===== config.mk =====
export PLATFORM = sky130hd
export DESIGN_NAME = stopwatch_core_flat
export DESIGN_NICKNAME = d
export VERILOG_FILES = /design/src/rtl/stopwatch_pkg.sv /design/src/rtl/stopwatch_core_if.sv /design/src/rtl/stopwatch_core_bcd_digit.sv /design/src/rtl/stopwatch_core.sv /design/src/flat_wrapper.sv
export SDC_FILE = /design/constraint.sdc
export NUM_CORES = 1
export LEC_CHECK = 0
export ABC_AREA = 1
export CAP_MARGIN = 30
export CORE_ASPECT_RATIO = 1.25
export CORE_MARGIN = 1
export CORE_UTILIZATION = 56
export CTS_CLUSTER_DIAMETER = 120
export DETAILED_ROUTE_END_ITERATION = 10
export GPL_TIMING_DRIVEN = 0
export PLACE_DENSITY = 0.79
export SETUP_SLACK_MARGIN = 0.1
export SLEW_MARGIN = 0
export SYNTH_ARGS = -nofsm -noshare
export SYNTH_HDL_FRONTEND = slang
export SYNTH_HIERARCHICAL = 1
export SYNTH_SLANG_ARGS = --single-unit

===== constraint.sdc =====
create_clock -name clk -period 10.7 [get_ports clk]
set_input_delay 1.605 -clock clk [delete_from_list [all_inputs] [get_ports clk]]
set_output_delay 1.605 -clock clk [all_outputs]
set_load 0.005 [all_outputs]

===== src/rtl/stopwatch_pkg.sv =====
// stopwatch_pkg
// Shared types and constants for the stopwatch_core slice:
//   state_t  - controller states (STOPPED / RUNNING)
//   BCD_W    - width of one BCD digit
//   DP_BIT   - bit position of the decimal point within the ssd byte
//   seg7()   - BCD digit to {g,f,e,d,c,b,a} segment pattern, active high
package stopwatch_pkg;

  typedef enum logic [0:0] {
    STOPPED = 1'b0,
    RUNNING = 1'b1
  } state_t;

  localparam int BCD_W  = 4;
  localparam int DP_BIT = 7;

  // Codes 10..15 never occur in a healthy count; they blank the digit.
  function automatic logic [6:0] seg7(input logic [BCD_W-1:0] d);
    logic [6:0] seg;
    case (d)
      4'd0:    seg = 7'h3F;
      4'd1:    seg = 7'h06;
      4'd2:    seg = 7'h5B;
      4'd3:    seg = 7'h4F;
      4'd4:    seg = 7'h66;
      4'd5:    seg = 7'h6D;
      4'd6:    seg = 7'h7D;
      4'd7:    seg = 7'h07;
      4'd8:    seg = 7'h7F;
      4'd9:    seg = 7'h6F;
      default: seg = 7'h00;
    endcase
    return seg;
  endfunction

endpackage


===== src/rtl/stopwatch_core_if.sv =====
// stopwatch_core_if
// Groups the stopwatch control pulses and display/status outputs.
//   master: drives one/ten/pause/clear/lap pulses, observes outputs
//   slave : the stopwatch core itself
// Signals:
//   one_pulse, ten_pulse, pause_pulse, clear_pulse, lap_pulse - 1-cycle pulses
//   count_bcd [4*N_DIGITS] live count, digit i at [4i+3:4i]
//   ssd [8] {dp,g,f,e,d,c,b,a}; digit_sel [N_DIGITS] one-hot enable
//   running, rollover status
interface stopwatch_core_if
  import stopwatch_pkg::*;
#(
  parameter int N_DIGITS = 4
);

  logic                      one_pulse;
  logic                      ten_pulse;
  logic                      pause_pulse;
  logic                      clear_pulse;
  logic                      lap_pulse;
  logic [BCD_W*N_DIGITS-1:0] count_bcd;
  logic [7:0]                ssd;
  logic [N_DIGITS-1:0]       digit_sel;
  logic                      running;
  logic                      rollover;

  modport master (
    output one_pulse, ten_pulse, pause_pulse, clear_pulse, lap_pulse,
    input  count_bcd, ssd, digit_sel, running, rollover
  );

  modport slave (
    input  one_pulse, ten_pulse, pause_pulse, clear_pulse, lap_pulse,
    output count_bcd, ssd, digit_sel, running, rollover
  );

endinterface


===== src/rtl/stopwatch_core_bcd_digit.sv =====
// bcd_digit
// One decade of the stopwatch counter (0..9 with carry out).
// Ports:
//   clk, n_rst    clock, asynchronous active-low reset
//   clr           synchronous zero
//   inc           +1 from the carry chain (or tick / one_pulse on digit 0)
//   inc_extra     independent second +1 in the same cycle; only the tens
//                 digit uses it, so one_pulse+ten_pulse adds 11 even when
//                 the ones digit carries at the same time
//   value         current digit
//   carry_out     combinational: this cycle's increment wraps the digit
module bcd_digit
  import stopwatch_pkg::*;
(
  input  logic             clk,
  input  logic             n_rst,
  input  logic             clr,
  input  logic             inc,
  input  logic             inc_extra,
  output logic [BCD_W-1:0] value,
  output logic             carry_out
);

  logic [BCD_W:0] sum;

  // sum is at most 9+1+1 = 11, so a single carry always suffices.
  always_comb begin
    sum       = {1'b0, value} + (BCD_W+1)'(inc) + (BCD_W+1)'(inc_extra);
    carry_out = (sum >= (BCD_W+1)'(10));
  end

  always_ff @(posedge clk or negedge n_rst) begin
    if (!n_rst) begin
      value <= '0;
    end else if (clr) begin
      value <= '0;
    end else if (carry_out) begin
      value <= BCD_W'(sum - (BCD_W+1)'(10));
    end else begin
      value <= sum[BCD_W-1:0];
    end
  end

endmodule


===== src/rtl/stopwatch_core.sv =====
// stopwatch_core
// Stopwatch controller + N_DIGITS cascaded BCD counter + multiplexed
// seven-segment scan.
// Ports:
//   clk    system clock
//   n_rst  asynchronous active-low reset
//   bus    stopwatch_core_if.slave (control pulses in, count/display out)
// Parameters: N_DIGITS, TICK_DIV (clk per count), SCAN_DIV (clk per digit),
//   DP_POS (digit with lit decimal point).
// Optional feature: define STOPWATCH_LAP_EN to add a lap register that
//   freezes the display while counting continues.
module stopwatch_core
  import stopwatch_pkg::*;
#(
  parameter int N_DIGITS = 4,
  parameter int TICK_DIV = 100000,
  parameter int SCAN_DIV = 1000,
  parameter int DP_POS   = 2
) (
  input logic             clk,
  input logic             n_rst,
  stopwatch_core_if.slave bus
);

  localparam int COUNT_W = BCD_W * N_DIGITS;
  localparam int PRESC_W = $clog2(TICK_DIV);
  localparam int SCAN_W  = (SCAN_DIV > 1) ? $clog2(SCAN_DIV) : 1;
  localparam int IDX_W   = $clog2(N_DIGITS);

  localparam logic [0:0]         ST_STOPPED = STOPPED;
  localparam logic [0:0]         ST_RUNNING = RUNNING;
  localparam logic [PRESC_W-1:0] PRESC_LAST = PRESC_W'(TICK_DIV - 1);
  localparam logic [SCAN_W-1:0]  SCAN_LAST  = SCAN_W'(SCAN_DIV - 1);
  localparam logic [IDX_W-1:0]   IDX_LAST   = IDX_W'(N_DIGITS - 1);
  localparam logic [IDX_W-1:0]   DP_IDX     = IDX_W'(DP_POS);

  logic [0:0]          state;
  logic [PRESC_W-1:0]  presc;
  logic [SCAN_W-1:0]   scan_cnt;
  logic [IDX_W-1:0]    scan_idx;
  logic [COUNT_W-1:0]  count_live;
  logic [COUNT_W-1:0]  disp_count;
  logic [BCD_W-1:0]    scan_digit;
  logic [7:0]          seg_next;
  logic                is_running;
  logic                tick;
  logic                manual_ok;
  logic                man_one;
  logic                man_ten;
  logic                top_carry;
  logic                rollover_q;
  logic [7:0]          ssd_q;
  logic [N_DIGITS-1:0] digit_sel_q;

  // clear beats everything; pause suppresses manual increments but a tick
  // landing with pause is still counted before the state flips.
  assign is_running = (state == ST_RUNNING);
  assign tick       = is_running && (presc == PRESC_LAST) && !bus.clear_pulse;
  assign manual_ok  = !is_running && !bus.clear_pulse && !bus.pause_pulse;
  assign man_one    = manual_ok && bus.one_pulse;
  assign man_ten    = manual_ok && bus.ten_pulse;

  always_ff @(posedge clk or negedge n_rst) begin
    if (!n_rst) begin
      state <= ST_STOPPED;
    end else if (bus.clear_pulse) begin
      state <= ST_STOPPED;
    end else if (bus.pause_pulse) begin
      state <= is_running ? ST_STOPPED : ST_RUNNING;
    end
  end

  // Held while stopped so elapsed time is continuous across a pause.
  always_ff @(posedge clk or negedge n_rst) begin
    if (!n_rst) begin
      presc <= '0;
    end else if (bus.clear_pulse) begin
      presc <= '0;
    end else if (is_running) begin
      presc <= (presc == PRESC_LAST) ? '0 : presc + PRESC_W'(1);
    end
  end

  for (genvar i = 0; i < N_DIGITS; i++) begin : g_digit
    logic             inc;
    logic             extra;
    logic             cout;
    logic [BCD_W-1:0] val;

    if (i == 0) begin : g_ones
      assign inc = tick || man_one;
    end else begin : g_upper
      assign inc = g_digit[i-1].cout;
    end

    assign extra = (i == 1) ? man_ten : 1'b0;

    bcd_digit u_digit (
      .clk       (clk),
      .n_rst     (n_rst),
      .clr       (bus.clear_pulse),
      .inc       (inc),
      .inc_extra (extra),
      .value     (val),
      .carry_out (cout)
    );

    assign count_live[BCD_W*i +: BCD_W] = val;
  end

  assign top_carry = g_digit[N_DIGITS-1].cout;

  // The digits wrap to zero on their own; this only flags the event.
  always_ff @(posedge clk or negedge n_rst) begin
    if (!n_rst) begin
      rollover_q <= 1'b0;
    end else begin
      rollover_q <= top_carry;
    end
  end

`ifdef STOPWATCH_LAP_EN
  logic               lap_hold;
  logic [COUNT_W-1:0] lap_count;

  always_ff @(posedge clk or negedge n_rst) begin
    if (!n_rst) begin
      lap_hold  <= 1'b0;
      lap_count <= '0;
    end else if (bus.clear_pulse) begin
      lap_hold  <= 1'b0;
    end else if (bus.lap_pulse) begin
      if (lap_hold) begin
        lap_hold  <= 1'b0;
      end else if (is_running) begin
        lap_hold  <= 1'b1;
        lap_count <= count_live;
      end
    end
  end

  assign disp_count = lap_hold ? lap_count : count_live;
`else
  logic unused_lap;
  assign unused_lap = bus.lap_pulse;
  assign disp_count = count_live;
`endif

  // Scan runs in every state so the display never freezes.
  always_ff @(posedge clk or negedge n_rst) begin
    if (!n_rst) begin
      scan_cnt <= '0;
      scan_idx <= '0;
    end else if (scan_cnt == SCAN_LAST) begin
      scan_cnt <= '0;
      scan_idx <= (scan_idx == IDX_LAST) ? '0 : scan_idx + IDX_W'(1);
    end else begin
      scan_cnt <= scan_cnt + SCAN_W'(1);
    end
  end

  always_comb begin
    scan_digit       = disp_count[BCD_W*scan_idx +: BCD_W];
    seg_next         = {1'b0, seg7(scan_digit)};
    seg_next[DP_BIT] = (scan_idx == DP_IDX);
  end

  // Registered so segments and enable change together, glitch-free.
  always_ff @(posedge clk or negedge n_rst) begin
    if (!n_rst) begin
      ssd_q       <= '0;
      digit_sel_q <= '0;
    end else begin
      ssd_q       <= seg_next;
      digit_sel_q <= N_DIGITS'(1) << scan_idx;
    end
  end

  assign bus.count_bcd = count_live;
  assign bus.running   = is_running;
  assign bus.rollover  = rollover_q;
  assign bus.ssd       = ssd_q;
  assign bus.digit_sel = digit_sel_q;

endmodule


===== src/flat_wrapper.sv =====
// flat-port wrapper written by rule: the top's interface ports become plain ports
module stopwatch_core_flat import stopwatch_pkg::*;
#(
  parameter int N_DIGITS = 4,
  parameter int TICK_DIV = 100000,
  parameter int SCAN_DIV = 1000,
  parameter int DP_POS   = 2
)
  (clk, n_rst, bus_one_pulse, bus_ten_pulse, bus_pause_pulse, bus_clear_pulse, bus_lap_pulse, bus_count_bcd, bus_ssd, bus_digit_sel, bus_running, bus_rollover);
  stopwatch_core_if #(.N_DIGITS(N_DIGITS)) bus_i ();
  input logic clk;
  input logic n_rst;
  input wire logic [$bits(bus_i.one_pulse)-1:0] bus_one_pulse;
  input wire logic [$bits(bus_i.ten_pulse)-1:0] bus_ten_pulse;
  input wire logic [$bits(bus_i.pause_pulse)-1:0] bus_pause_pulse;
  input wire logic [$bits(bus_i.clear_pulse)-1:0] bus_clear_pulse;
  input wire logic [$bits(bus_i.lap_pulse)-1:0] bus_lap_pulse;
  output wire logic [$bits(bus_i.count_bcd)-1:0] bus_count_bcd;
  output wire logic [$bits(bus_i.ssd)-1:0] bus_ssd;
  output wire logic [$bits(bus_i.digit_sel)-1:0] bus_digit_sel;
  output wire logic [$bits(bus_i.running)-1:0] bus_running;
  output wire logic [$bits(bus_i.rollover)-1:0] bus_rollover;
  assign bus_i.one_pulse = bus_one_pulse;
  assign bus_i.ten_pulse = bus_ten_pulse;
  assign bus_i.pause_pulse = bus_pause_pulse;
  assign bus_i.clear_pulse = bus_clear_pulse;
  assign bus_i.lap_pulse = bus_lap_pulse;
  assign bus_count_bcd = bus_i.count_bcd;
  assign bus_ssd = bus_i.ssd;
  assign bus_digit_sel = bus_i.digit_sel;
  assign bus_running = bus_i.running;
  assign bus_rollover = bus_i.rollover;
  stopwatch_core #(.N_DIGITS(N_DIGITS), .TICK_DIV(TICK_DIV), .SCAN_DIV(SCAN_DIV), .DP_POS(DP_POS)) u_core (.clk(clk), .n_rst(n_rst), .bus(bus_i));
endmodule

==> qor.log <==
qor: synth.synth-seq-cells 58
qor: cts.htree_num_levels 3
qor: detailed_routing.dr.first_iter.drc_count 191
qor: setup_path.timing.critical_path.required 10.93 ns
qor: setup_path.startpoint_type primary input
qor: synth.mappedNetlistArea 3740 µm²
qor: timing.report.final.hold_viol_count 0
qor: cts.setup_repair_bufs_after_cts 0
qor: cells_and_area.finish.instance_area 4430 µm²
qor: detailed_routing.drt_pass_1_iters 4
qor: synth.synth_xor_area_share 1.40%
qor: cts.tritoncts_num_sinks 58
qor: cts.clock_tree.root_cell clkbuf_8
qor: pwr.internal_power 396 µW
qor: detailed_routing.route.detailed.drc 0
qor: setup_path.max_stage_delay 0.77 ns
qor: global_route.grt_first_pass_wirelength 13.7 mm
qor: die.num_io_pins 37
qor: pwr.pwr-share-seq 44.2%
qor: synth.synth.cells.most_frequent nand2_1, inv_1, nor2_1
qor: timing.setup_viol_count_final 0
qor: synth.sequential_element_share_of_the_synthesized_area 38.8%
qor: timing.worst_pin_slew 0.699 ns
qor: synth.post_synth.cell_area_avg 7.24 µm²
qor: timing.hold-worst-slack 0.480 ns
qor: synth.synth_area_in_compound_gates 6.35%
qor: die.chipHeight 93.4 µm
qor: timing.grt_setup_unrepaired false
qor: placement.port_buffers 35
qor: cts.hold_buffer_count_at_cts 0
qor: placement.dpl.hpwl 5.89 mm
qor: synth.synth_top_family_by_area simple AND/OR/NAND/NOR gates
qor: timing.timing.final.crit_share 84.8%
qor: global_route.grt.total_usage 25.8%
qor: timing.timing.slew.headroom 53.2%
qor: synth.ys.flop_type dfrtp_1
qor: global_route.gr-total-overflow 0
qor: synth.synth_top_area_cell dfrtp_1
qor: cts.ctsLongestPathBuffers 2
qor: cells_and_area.antenna-diode-count 0
qor: pwr.static-leakage-power 0.00220 µW
qor: synth.area_share_of_the_largest_cell_type_after_synthesis 38.8%
qor: synth.number_of_warnings_issued_by_yosys 13
qor: flow_run.reported_max_cap_violation_count 0
qor: setup_path.crit_path_top_delay_cell clkdlybuf4s50_1
qor: pwr.clock_power_share 40.8%
qor: synth.synth.mux.area_fraction 0%
qor: synth.synth-simple-area-share 33.8%
qor: cts.cts_inserted_buffers 9
qor: pwr.cellPowerDensity 122 nW/µm²
qor: detailed_routing.route.detailed.vias_per_inst 5.07
qor: setup_path.setup.reg_to_reg.worst_slack 3.40 ns
qor: pwr.vdd_drop_max 0.0000921 V
qor: die.dieArea 7020 µm²
qor: cts.clk_latency 0.34 ns
qor: cts.clkSlewWorstSetupHoldPaths 0.07 ns
qor: pwr.power_frac_comb 15.0%
qor: cts.cts_tree yes
qor: status.run_status complete, no violations
qor: synth.synth_cell_types 40
qor: synth.synth_edf_count 0
qor: min_path.worst_min_delay_path_class reg -> reg
qor: die.initial_core_util 59.2%
qor: placement.detailed_place.area 4220 µm²
qor: timing.achievable-frequency 0.110 GHz
qor: die.row_count 32
qor: placement.finalWeightedCongestion 0.885
qor: detailed_routing.route.vias.total 3323
qor: detailed_routing.drt-wirelength-per-cell 12.1 µm
qor: setup_path.critical-path-top-delay-family adder cells
qor: timing.report.final.slew_viol_count 0
qor: detailed_routing.wirelength 7.96 mm
qor: setup_path.crit_arrival 9.31 ns
qor: timing.layout_skew 0.00809 ns
qor: pwr.net_sw_power 144 µW
qor: cells_and_area.filler_cell_count 541
qor: global_route.grt_max_degree 40
qor: detailed_routing.ant_nets 0
qor: cells_and_area.design.final.nets 597
qor: synth.count_leader_synth nand2_1
qor: die.die_w 75.1 µm
qor: global_route.first_global_vias 3215
qor: synth.synthArstFlopShare 100%
qor: synth.synth_fa_ha_area_share 8.82%
qor: timing.finalSetupTns 0 ns
qor: timing.fin_crit 9.08 ns
qor: synth.syn-instance-count 517
qor: setup_path.critical_path.endpoint_type register
qor: cts.postCtsResizedCells 0
qor: cells_and_area.layout-area-overhead-vs-synth 18.4%
qor: pwr.netSwitchingFraction 26.6%
qor: cells_and_area.ff_latch_area 1450 µm²
qor: cells_and_area.multiInputGateArea 1900 µm²
qor: setup_path.worst-setup-path-type in -> reg
qor: die.core_area 6330 µm²
qor: synth.synth.area.top_cells dfrtp_1, nand2_1, inv_1
qor: setup_path.crit_fanout 16
qor: global_route.number_of_antenna_violations_at_the_first_check_in_global_routing 0
qor: setup_path.cp_num_buf_inv 15
qor: cells_and_area.layout-drive-gt1-share 8.93%
layout by cell type (no fill, tap or decap), types with 2 or more instances in the layout:
cell type | netlist | layout
ha_1 | 20 | 20
nor3_1 | 3 | 3
nand2_1 | 142 | 142
nand4_1 | 4 | 4
buf_2 | 1 | 2
o21ai_2 | 4 | 4
inv_2 | 2 | 2
o21bai_1 | 4 | 4
clkbuf_1 | 1 | 3
conb_1 | 1 | 3
nor2_2 | 2 | 2
clkbuf_8 | 0 | 9
nand3_1 | 37 | 37
xor2_1 | 5 | 5
nand2_4 | 2 | 2
bufinv_16 | 0 | 2
nor2_1 | 78 | 78
a21oi_1 | 13 | 13
or2_1 | 2 | 2
nand3_4 | 2 | 2
o21ai_0 | 13 | 13
fa_1 | 4 | 4
clkinv_2 | 1 | 3
nand2_2 | 14 | 14
inv_1 | 88 | 88
buf_12 | 1 | 2
dfrtp_1 | 58 | 58
clkdlybuf4s50_1 | 0 | 34
flip-flops by register name (all words and copies together) (netlist names):
signal                        count
u_core/bus.running                1
u_core/bus.digit_sel              4
u_core/bus.rollover               1
u_core/scan_cnt                  10
u_core/g_digit.u_digit/value     16
u_core/presc                     17
u_core/bus.ssd                    7
u_core/scan_idx                   2
metrics by stage:
step | setup WS (ns) | power [µW] | utilization (%) | cells
4_1_cts | 1.65 | 544 | 70.1 | 656
3_3_place_gp | 1.49 | 318 | 66.5 | 639
2_1_floorplan | 3.11 | 286 | - | 519
5_1_grt | 0.990 | 567 | 70.1 | 656
6_report | 1.62 | 539 | 70.1 | 656
3_5_place_dp | 1.34 | 322 | 66.8 | 640
path summary, 6_finish.rpt:
kind                                           startpoint                                           end  depth (start not counted)
max                                       bus_clear_pulse  u_core/g_digit[3].u_digit/value[2]$_DFF_PN0_                         52
min                          u_core/scan_cnt[0]$_DFF_PN0_                  u_core/scan_cnt[0]$_DFF_PN0_                          1
max reg2reg                u_core/bus.running$_DFFE_PN0P_  u_core/g_digit[3].u_digit/value[2]$_DFF_PN0_                         51
min reg2reg                  u_core/scan_cnt[0]$_DFF_PN0_                  u_core/scan_cnt[0]$_DFF_PN0_                          1
max in group asynchronous                           n_rst                   u_core/presc[1]$_DFFE_PN0P_                          2
min in group asynchronous                           n_rst                  u_core/presc[10]$_DFFE_PN0P_                          1
area by class of cell:
class	instances	area share, %
flip-flops and latches	58	32.7
repair buffers	36	8.24
clock buffers	11	2.96
clock inverters	5	1.78
plain buffers	6	1.19
multi-input cells	363	42.8
well taps	85	2.40
inverters	92	7.87
power groups by stage:
stage	Sequential [µW]	Clock (µW)	Combinational [µW]
after floorplan	241	0	44.9
final	239	220	80.7
after global routing	240	237	90.9
after global placement	242	0	75.2
after CTS	238	225	80.9
after detailed placement	242	0	79.7
per-layer routing:
layer	track usage, %	vias to the layer above	wire (µm)
met5	0	-	0
met4	10.2	0	85
met3	5.71	10	343
met2	44.7	70	4050
met1	30.3	1556	3490
li1	-	1687	-
cell families after synthesis:
logic type	after synthesis
AND/OR/NAND/NOR	290
buffers and inverters	98
flip-flops	58
AO/OA/AOI/OAI	40
adder cells (fa/ha/maj)	24
XOR/XNOR	6
other	1
Note: power is estimated with default switching activity, not from simulation.
